File: config.mk
export PLATFORM = sky130hd
export DESIGN_NAME = icache_refill
export DESIGN_NICKNAME = d
export VERILOG_FILES = /design/src/rtl/icache_refill.sv
export SDC_FILE = /design/constraint.sdc
export NUM_CORES = 1
export LEC_CHECK = 0
export CAP_MARGIN = 15
export CORE_MARGIN = 2
export CORE_UTILIZATION = 41
export CTS_CLUSTER_DIAMETER = 100
export DETAILED_ROUTE_END_ITERATION = 6
export PLACE_DENSITY = 0.81
export RECOVER_POWER = 50
export SKIP_CTS_REPAIR_TIMING = 1
export SLEW_MARGIN = 20
export SYNTH_ARGS = -nofsm -noshare
export SYNTH_HDL_FRONTEND = slang
export SYNTH_SLANG_ARGS = --single-unit
File: constraint.sdc
create_clock -name clk_core -period 2.37 [get_ports clk_core]
set_input_delay 0.5925 -clock clk_core [delete_from_list [all_inputs] [get_ports clk_core]]
set_output_delay 0.5925 -clock clk_core [all_outputs]
set_load 0.01 [all_outputs]
File: src/rtl/icache_refill.sv
// icache_refill: instruction-cache miss refill engine, one 4-word burst per miss into the CAM.
// Optional ICACHE_REFILL_CWF_EN: the burst starts at the missed word (critical-word-first).
module icache_refill #(
    parameter int unsigned TIMEOUT_CYCLES = 255
) (
    input  logic        clk_core,
    input  logic        reset,
    input  logic        miss_req,
    input  logic [26:0] miss_paddr,
    input  logic        miss_lru_way,
    input  logic [1:0]  miss_flags,
    output logic        miss_busy,
    output logic        miss_done,
    output logic        miss_err,
    output logic [31:0] miss_data,
    output logic        bus_req,
    output logic [26:0] bus_addr,
    input  logic        bus_gnt,
    input  logic        bus_rvalid,
    input  logic [31:0] bus_rdata,
    input  logic        bus_rerr,
    output logic        cam_write_req,
    output logic        cam_write_lru_way,
    output logic [1:0]  cam_write_offset,
    output logic [31:0] cam_write_data,
    output logic [16:0] cam_write_tag,
    output logic [1:0]  cam_write_flags,
    output logic        cam_lru_update
);

    typedef enum logic [1:0] {S_IDLE, S_REQ, S_DATA, S_DONE} state_e;

    typedef struct packed {
        logic [26:0] paddr;
        logic        lru_way;
        logic [1:0]  flags;
    } miss_t;

    localparam logic [7:0] TIMEOUT = 8'(TIMEOUT_CYCLES);

    state_e      state_q, state_d;
    miss_t       miss_q, miss_d;
    logic [1:0]  beat_q, beat_d;
    logic [7:0]  wdog_q, wdog_d;
    logic        err_q, err_d;
    logic [31:0] data_q, data_d;

    logic [1:0]  start_off, beat_off;
    logic [26:0] burst_addr;
    logic        beat_fire, last_beat, bus_event, wdog_active, wdog_expire;

`ifdef ICACHE_REFILL_CWF_EN
    assign start_off  = miss_q.paddr[1:0];
    assign burst_addr = miss_q.paddr;
`else
    assign start_off  = 2'b00;
    assign burst_addr = {miss_q.paddr[26:2], 2'b00};
`endif

    // 2-bit add wraps the offset within the 4-word line
    assign beat_off    = start_off + beat_q;
    assign beat_fire   = (state_q == S_DATA) && bus_rvalid;
    assign last_beat   = beat_fire && (beat_q == 2'd3);
    assign wdog_active = (state_q == S_REQ) || (state_q == S_DATA);
    assign bus_event   = ((state_q == S_REQ) && bus_gnt) || beat_fire;
    assign wdog_expire = (TIMEOUT != 8'd0) && wdog_active && !bus_event
                         && (wdog_q == TIMEOUT - 8'd1);

    always_ff @(posedge clk_core) begin
        if (reset) state_q <= S_IDLE;
        else       state_q <= state_d;
    end

    always_comb begin
        state_d = state_q;
        case (state_q)
            S_IDLE: if (miss_req) state_d = S_REQ;
            S_REQ: begin
                if (bus_gnt)          state_d = S_DATA;
                else if (wdog_expire) state_d = S_DONE;
            end
            S_DATA: begin
                if (last_beat)        state_d = S_DONE;
                else if (wdog_expire) state_d = S_DONE;
            end
            S_DONE:  state_d = S_IDLE;
            default: state_d = S_IDLE;
        endcase
    end

    always_comb begin
        miss_d = miss_q;
        beat_d = beat_q;
        wdog_d = wdog_q;
        err_d  = err_q;
        data_d = data_q;
        if (state_q == S_IDLE) begin
            if (miss_req) begin
                miss_d.paddr   = miss_paddr;
                miss_d.lru_way = miss_lru_way;
                miss_d.flags   = miss_flags;
                beat_d         = '0;
                wdog_d         = '0;
                err_d          = 1'b0;
                data_d         = '0;
            end
        end else if (wdog_active) begin
            // saturate so a disabled watchdog never wraps into a false match
            if (bus_event)              wdog_d = '0;
            else if (wdog_q != 8'hFF)   wdog_d = wdog_q + 8'd1;
            if (wdog_expire) err_d = 1'b1;
            if (beat_fire) begin
                beat_d = beat_q + 2'd1;
                if (bus_rerr) err_d = 1'b1;
                if (beat_off == miss_q.paddr[1:0]) data_d = bus_rdata;
            end
        end
    end

    always_ff @(posedge clk_core) begin
        if (reset) begin
            miss_q <= '0;
            beat_q <= '0;
            wdog_q <= '0;
            err_q  <= 1'b0;
            data_q <= '0;
        end else begin
            miss_q <= miss_d;
            beat_q <= beat_d;
            wdog_q <= wdog_d;
            err_q  <= err_d;
            data_q <= data_d;
        end
    end

    always_comb begin
        miss_busy         = (state_q != S_IDLE);
        miss_done         = (state_q == S_DONE);
        miss_err          = miss_done && err_q;
        miss_data         = miss_done ? data_q : '0;
        bus_req           = (state_q == S_REQ);
        bus_addr          = bus_req ? burst_addr : '0;
        cam_write_req     = beat_fire;
        cam_write_lru_way = 1'b0;
        cam_write_offset  = '0;
        cam_write_data    = '0;
        cam_write_tag     = '0;
        cam_write_flags   = '0;
        cam_lru_update    = miss_done && !err_q;
        if (beat_fire) begin
            cam_write_lru_way = miss_q.lru_way;
            cam_write_offset  = beat_off;
            cam_write_data    = bus_rdata;
            cam_write_tag     = miss_q.paddr[26:10];
            // the line becomes valid only via a clean final beat
            if (last_beat && !err_q && !bus_rerr) cam_write_flags = miss_q.flags;
        end
    end

endmodule

==> out/summary.md, run 1 <==
### Outcome
• **outcome** complete, no violations

### Clock tree
• **number of sinks handled by clock tree synthesis** 75
• **clock insertion delay at the later pin of the skew report** 350 ps
• **deepest clock path buffer count** 2
• **clk root buf** clkbuf_8
• **number of buffers created by CTS** 9
• **clock tree from TritonCTS** built
• **clock slew at the register clock pins of the worst setup and hold paths** 80 ps
• **number of H-tree levels** 3

### GRT
• **first-pass GRT wire length** 20170 um
• **GR Overflow Total** 0
• **vias in the first global route** 4228
• **initial antenna violation count** 0
• **total track usage** 24.82%
• **maximum number of pins on one net before global-route repair** 38

### Cells and area
• **share of layout cells above drive strength 1** 9.564%
• **most frequent standard cell in the layout excluding fill and tap cells** nand2_1
• **area added between synthesis and finish** 69.67%
• **final-stage net count** 784
• **post-route insts no fill** 822
• **ANT cells** 0
• **most frequent cells in the layout** 102 x nand2_1, 91 x dlymetal6s2s_1, 74 x dfxtp_1

### Synth
• **Syn Inst Count** 512
• **cells taking the most area after synthesis** dfxtp_1 39%, nand2_1 10%, and2_1 9.6%
• **Synth Flop Type** dfxtp_1
• **share of synthesized registers carrying an async set or reset** 0%
• **Seq/Total Area, Yosys** 39.14%
• **cell type with the highest aggregate area in the netlist** dfxtp_1
• **number of flip-flops and latches in the synthesized netlist** 75
• **top-area cell type share of the netlist area** 39.14%
• **area of the mapped netlist** 3836 um^2
• **number of synthesized flops with an enable pin** 0
• **count of warnings emitted by yosys** 0
• **number of distinct library cells after synthesis** 41
• **post-synthesis area per instance** 7.493 um^2

### STA
• **Final Slew Violations** 0
• **Post-Route Hold Slack** 450.1 ps
• **Setup-failing EPs final** 0
• **endpoints failing hold** 0
• **Rel. slew slack** 60.89%
• **worst-case clock skew** 11.51 ps
• **setup tns final** 0 ps
• **min Tclk post-route** 2313 ps
• **Least-Margin Pin Slew** 586.6 ps
• **worst-case setup margin in the final layout** 57.21 ps
• **max frequency** 0.4324 GHz
• **post-route fraction of the period consumed by the critical path** 97.59%

### Floorplan
• **standard-cell rows** 35
• **initial standard-cell utilization of the core** 41.91%
• **I/O pin cnt** 187
• **area of the core region** 9153 um^2
• **Die X-Extent** 100.7 um
• **Die ar.** 10150 um^2
• **Die Span Y** 100.7 um

### Detailed routing
• **DRC violation count after routing** 0
• **violation count after the first detailed-routing iteration** 184
• **Antenna Nets Post-Route** 0
• **first-pass iteration count of the detailed router** 5
• **final routed wirelength across all metal layers** 13330 um
• **Via Count** 4323
• **DR WL/cell** 16.21 um
• **post-detailed-route via-to-cell ratio** 5.259

### Setup path
• **startpoint type of the worst setup path** flop
• **kind of critical path** reg2out
• **maximum fanout along the worst path** 24
• **required time reported for the critical path endpoint** 1780 ps
• **Crit. End Element** primary output
• **Arr. time, crit path** 1720 ps

### Run
• **max-cap check violation count** 0

### Pwr
• **switch share** 35.70%
• **Total Power Consumption** 4218 uW
• **Power Density** 648.1 nW/um^2
• **sw power** 1506 uW
• **maximum VDD drop** 0.4397 mV
• **share of total power in the clock network** 24.8%
• **share of total power in sequential cells** 36.2%
• **Comb power frac** 39.0%
• **leakage** 0.004154 uW
• **internal power of the cells** 2712 uW

### Place
• **setup slack at placement** -457.7 ps
• **gp weighted congestion** 0.8467
• **number of port buffers** 184
• **cell count after placement** 806
• **estimated wirelength of the detail-placed design** 9235 um

### Min path
• **type of the worst min-delay path** reg2reg

[worst max-delay path, cell delays in order, from the launching register on]
cell and delay [ps]:
dfxtp_2 330, inv_1 60, ha_2 190, buf_6 130, buf_4 140, buf_12 140, and3_1 200, dlymetal6s2s_1 190
[through the flow]
step / instance area [um^2] / utilization (%)
after global placement: 6041 / 66.00
after CTS: 6245 / 68.23
final: 6509 / 71.11
after floorplan: 3840 / -
after global routing: 6509 / 71.11
after detailed placement: 6041 / 66.00
[sequential cells by signal (all words and copies together), names as in the netlist]
| signal | flops |
|---|---|
| miss_q | 5 |
| burst_addr | 25 |
| data_q | 32 |
| wdog_q | 8 |
| state_q | 2 |
| err_q | 1 |
| beat_q | 2 |
[worst paths after layout]
path / from / end / slack, ps / depth (start not counted)
setup / recovery: state_q[0]$_SDFFE_PP0P_ / cam_write_data[16] / 60 / 7
setup reg to reg: state_q[1]$_SDFFE_PP0P_ / data_q[19]$_SDFFE_PP0P_ / 120 / 9
hold reg to reg: data_q[2]$_SDFFE_PP0P_ / data_q[2]$_SDFFE_PP0P_ / 450 / 2
hold / removal: data_q[2]$_SDFFE_PP0P_ / data_q[2]$_SDFFE_PP0P_ / 450 / 2
[synth_stat cells, types with 2 or more instances]
library cell and number:
buf_4 3, a31oi_1 3, and4_1 2, and2_1 59
dfxtp_1 75, nor4b_1 4, o21ai_0 5, nor3_1 2
a21o_1 2, inv_1 6, and3_1 52, a21oi_1 71
nor2_1 6, o21a_1 3, nand2_1 102, nand3_1 37
o31ai_1 3, clkbuf_1 38, a211oi_1 2, nand2b_1 2
nand4_1 2, or4_1 3, ha_1 8, xnor2_1 2
buf_2 4
[cells by family after synthesis]
kind of cell | Yosys count | share of synthesized area (%)
xor gates and xnor gates | 2 | 0.4567
other | 1 | 0.09775
buffers and inverters | 52 | 5.512
AOI/OAI and AO/OA | 95 | 13.99
and+or+nand+nor | 278 | 37.93
adders and majority gates | 8 | 2.609
muxes | 1 | 0.2609
DFF | 75 | 39.14
[per-layer routing]
layer | part of all wire, % | GRT usage [%]
met1 | 39 | 29.76
met2 | 52 | 43.69
met3 | 7.1 | 5.548
met4 | 2.0 | 8.325
met5 | 0 | 0
[power groups by stage]
stage | sequential (uW) | combinational (uW) | clock (uW)
global route | 1550 | 1790 | 1110
detailed placement | 1550 | 1630 | 0
CTS | 1520 | 1640 | 1050
global placement | 1540 | 1580 | 0
floorplan | 1520 | 883 | 0
finish | 1530 | 1650 | 1050
[final cells by class]
class | count | area (um^2)
Clock inverter | 5 | 80.08
Tap cell | 111 | 138.9
Multi-Input combinational cell | 386 | 2167
Timing Repair Buffer | 229 | 2470
Clock buffer | 9 | 123.9
Inverter | 7 | 26.28
Sequential cell | 75 | 1503
Fill cell | 660 | 2644
Power figures use the tool's default switching activity.
==> inputs of run 2 (changes only) <==
--- a/config.mk
+++ b/config.mk
@@ -17,3 +17,4 @@
 export SYNTH_ARGS = -nofsm -noshare
 export SYNTH_HDL_FRONTEND = slang
 export SYNTH_SLANG_ARGS = --single-unit
+export TNS_END_PERCENT = 100
==> results of run 2 <==
Final layout, timing and power as in run 1 (identical DEF).
==> inputs of run 3 (changes only) <==
==> constraint.sdc (replaced) <==
create_clock -name clk_core -period 2.6 [get_ports clk_core]
set_input_delay 0.65 -clock clk_core [delete_from_list [all_inputs] [get_ports clk_core]]
set_output_delay 0.65 -clock clk_core [all_outputs]
set_load 0.01 [all_outputs]
==> run 3 against run 2 <==
Against the previous run:
- sequential power decreased by 8%
- first-iteration DRC count increased by 5.4%
- critical path depth decreased by 3
- setup slack got worse by 32 ps
- cell count decreased by 1.9%
- largest power group unchanged
- die area unchanged
- core utilization decreased by 2.5 points
- power decreased by 8.9%
- clock skew about the same
- global-route usage decreased by 1.4 points
- sequential share of layout area increased by 0.84 points
==> out/summary.md, run 3 (synthesis results as in run 1) <==
### Detailed routing
• **post-detailed-route via-to-cell ratio** 5.293
• **DRC violation count after routing** 0
• **violation count after the first detailed-routing iteration** 194
• **DR WL/cell** 16.83 um
• **Via Count** 4266
• **final routed wirelength across all metal layers** 13560 um
• **first-pass iteration count of the detailed router** 5
• **Antenna Nets Post-Route** 0

### Floorplan
• **Die X-Extent** 100.7 um
• **area of the core region** 9153 um^2
• **standard-cell rows** 35
• **Die ar.** 10150 um^2
• **Die Span Y** 100.7 um
• **I/O pin cnt** 187
• **initial standard-cell utilization of the core** 41.91%

### Place
• **gp weighted congestion** 0.7927
• **setup slack at placement** -318.3 ps
• **cell count after placement** 786
• **estimated wirelength of the detail-placed design** 8874 um
• **number of port buffers** 184

### STA
• **Final Slew Violations** 0
• **max frequency** 0.3883 GHz
• **post-route fraction of the period consumed by the critical path** 99.04%
• **Setup-failing EPs final** 0
• **Post-Route Hold Slack** 451.0 ps
• **min Tclk post-route** 2575 ps
• **setup tns final** 0 ps
• **worst-case setup margin in the final layout** 24.91 ps
• **worst-case clock skew** 11.88 ps
• **Least-Margin Pin Slew** 589.0 ps
• **endpoints failing hold** 0
• **Rel. slew slack** 60.18%

### Run
• **max-cap check violation count** 0

### Setup path
• **delay of the slowest cell on the worst path** 550 ps
• **required time reported for the critical path endpoint** 1950 ps
• **logic depth of the worst register-to-register path** 7
• **Worst Setup SP** bus_rvalid
• **Crit. End Element** primary output
• **crit path cell chain** dlymetal6s2s_1 -> clkbuf_16 -> and3_1 -> clkdlybuf4s50_1
• **highest-delay cell along the critical path** clkdlybuf4s50_1
• **capturing element of the worst setup path** cam_write_data[0]
• **worst reg2reg path endpoint** wdog_q[0]$_SDFFE_PP0P_
• **flop2flop setup slack** 300 ps
• **origin of the critical flop-to-flop path** state_q[1]$_SDFFE_PP0P_
• **startpoint type of the worst setup path** input pin
• **kind of critical path** in2out
• **Arr. time, crit path** 1930 ps
• **maximum fanout along the worst path** 18

### Pwr
• **Power Density** 611.9 nW/um^2
• **Total Power Consumption** 3843 uW
• **leakage** 0.003255 uW
• **maximum VDD drop** 0.3699 mV

### GRT
• **maximum number of pins on one net before global-route repair** 53
• **vias in the first global route** 4032
• **total track usage** 23.38%
• **initial antenna violation count** 0
• **first-pass GRT wire length** 19060 um
• **GR Overflow Total** 0

### Cells and area
• **final-stage net count** 766
• **area added between synthesis and finish** 63.73%
• **largest register by flop count** data_q
• **post-route insts no fill** 806
• **most frequent cells in the layout** 131 x clkdlybuf4s50_1, 102 x nand2_1, 74 x dfxtp_1
• **most frequent standard cell in the layout excluding fill and tap cells** clkdlybuf4s50_1
• **ANT cells** 0
• **share of layout cells above drive strength 1** 7.050%
• **flip-flop count of the largest register, all copies and words added** 32

### Clock tree
• **number of sinks handled by clock tree synthesis** 75
• **number of H-tree levels** 3
• **clock tree from TritonCTS** built
• **clock insertion delay at the later pin of the skew report** 350 ps
• **clk root buf** clkbuf_8
• **number of buffers created by CTS** 9
• **deepest clock path buffer count** 2
• **clock slew at the register clock pins of the worst setup and hold paths** 90 ps

### Outcome
• **outcome** complete, no violations

### Min path
• **type of the worst min-delay path** reg2reg

==> run 3: cell count changes in the layout (fill, tap and decap cells not counted), moves of 2 or more <==
cell,delta
clkdlybuf4s50_1,+67
nor4b_2,-2
nor4b_1,+2
buf_4,-17
buf_6,-2
clkinvlp_4,-2
buf_8,-2
clkdlybuf4s25_1,-18
clkbuf_16,+3
inv_6,+2
clkinv_4,+2
dlymetal6s2s_1,-46
==> run 3: layout make-up <==
type                    count  area, um^2
inverters                   7       26.28
clock inverters             6       70.07
flip-flops and latches     75        1503
fillers                   698        2872
multi-input cells         386        2160
repair buffers            211        2246
well taps                 111       138.9
clock buffers              10       137.6
==> run 3: per-layer routing <==
| layer | GRT usage, % | wire length [um] | vias up |
|---|---|---|---|
| met5 | 0 | 0 | - |
| met3 | 5.895 | 1052 | 16 |
| met2 | 40.10 | 6934 | 166 |
| met1 | 27.64 | 5317 | 1991 |
| li1 | - | - | 2093 |
| met4 | 9.905 | 260 | 0 |
==> run 3: how the worst min path moves through the flow <==
stage | to | cells after the start | start
after floorplan | data_q[0]$_SDFFE_PP0P_ | 2 | data_q[0]$_SDFFE_PP0P_
after global placement | data_q[2]$_SDFFE_PP0P_ | 2 | data_q[2]$_SDFFE_PP0P_
after detailed placement | data_q[26]$_SDFFE_PP0P_ | 2 | data_q[26]$_SDFFE_PP0P_
after CTS | data_q[7]$_SDFFE_PP0P_ | 2 | data_q[7]$_SDFFE_PP0P_
after global routing | data_q[27]$_SDFFE_PP0P_ | 2 | data_q[27]$_SDFFE_PP0P_
final | data_q[13]$_SDFFE_PP0P_ | 2 | data_q[13]$_SDFFE_PP0P_
==> run 3: power breakdown <==
group / leakage [uW] / total [uW] / internal, uW / switching (uW)
sequential: 0.000611 / 1400 / 1300 / 95.4
combinational: 0.00254 / 1510 / 643 / 868
clock: 0.000107 / 935 / 478 / 457
==> run 3: critical path: cells and delay by family <==
kind | cells | cell delay (ps)
buffers and inverters | 3 | 1110
AND/OR/NAND/NOR | 1 | 160
==> run 3: stage by stage <==
| step | instance area, um^2 | util (%) |
|---|---|---|
| floorplan | 3840 | - |
| global placement | 5853 | 63.95 |
| detailed placement | 5853 | 63.95 |
| CTS | 6061 | 66.22 |
| global route | 6281 | 68.63 |
| finish | 6281 | 68.63 |
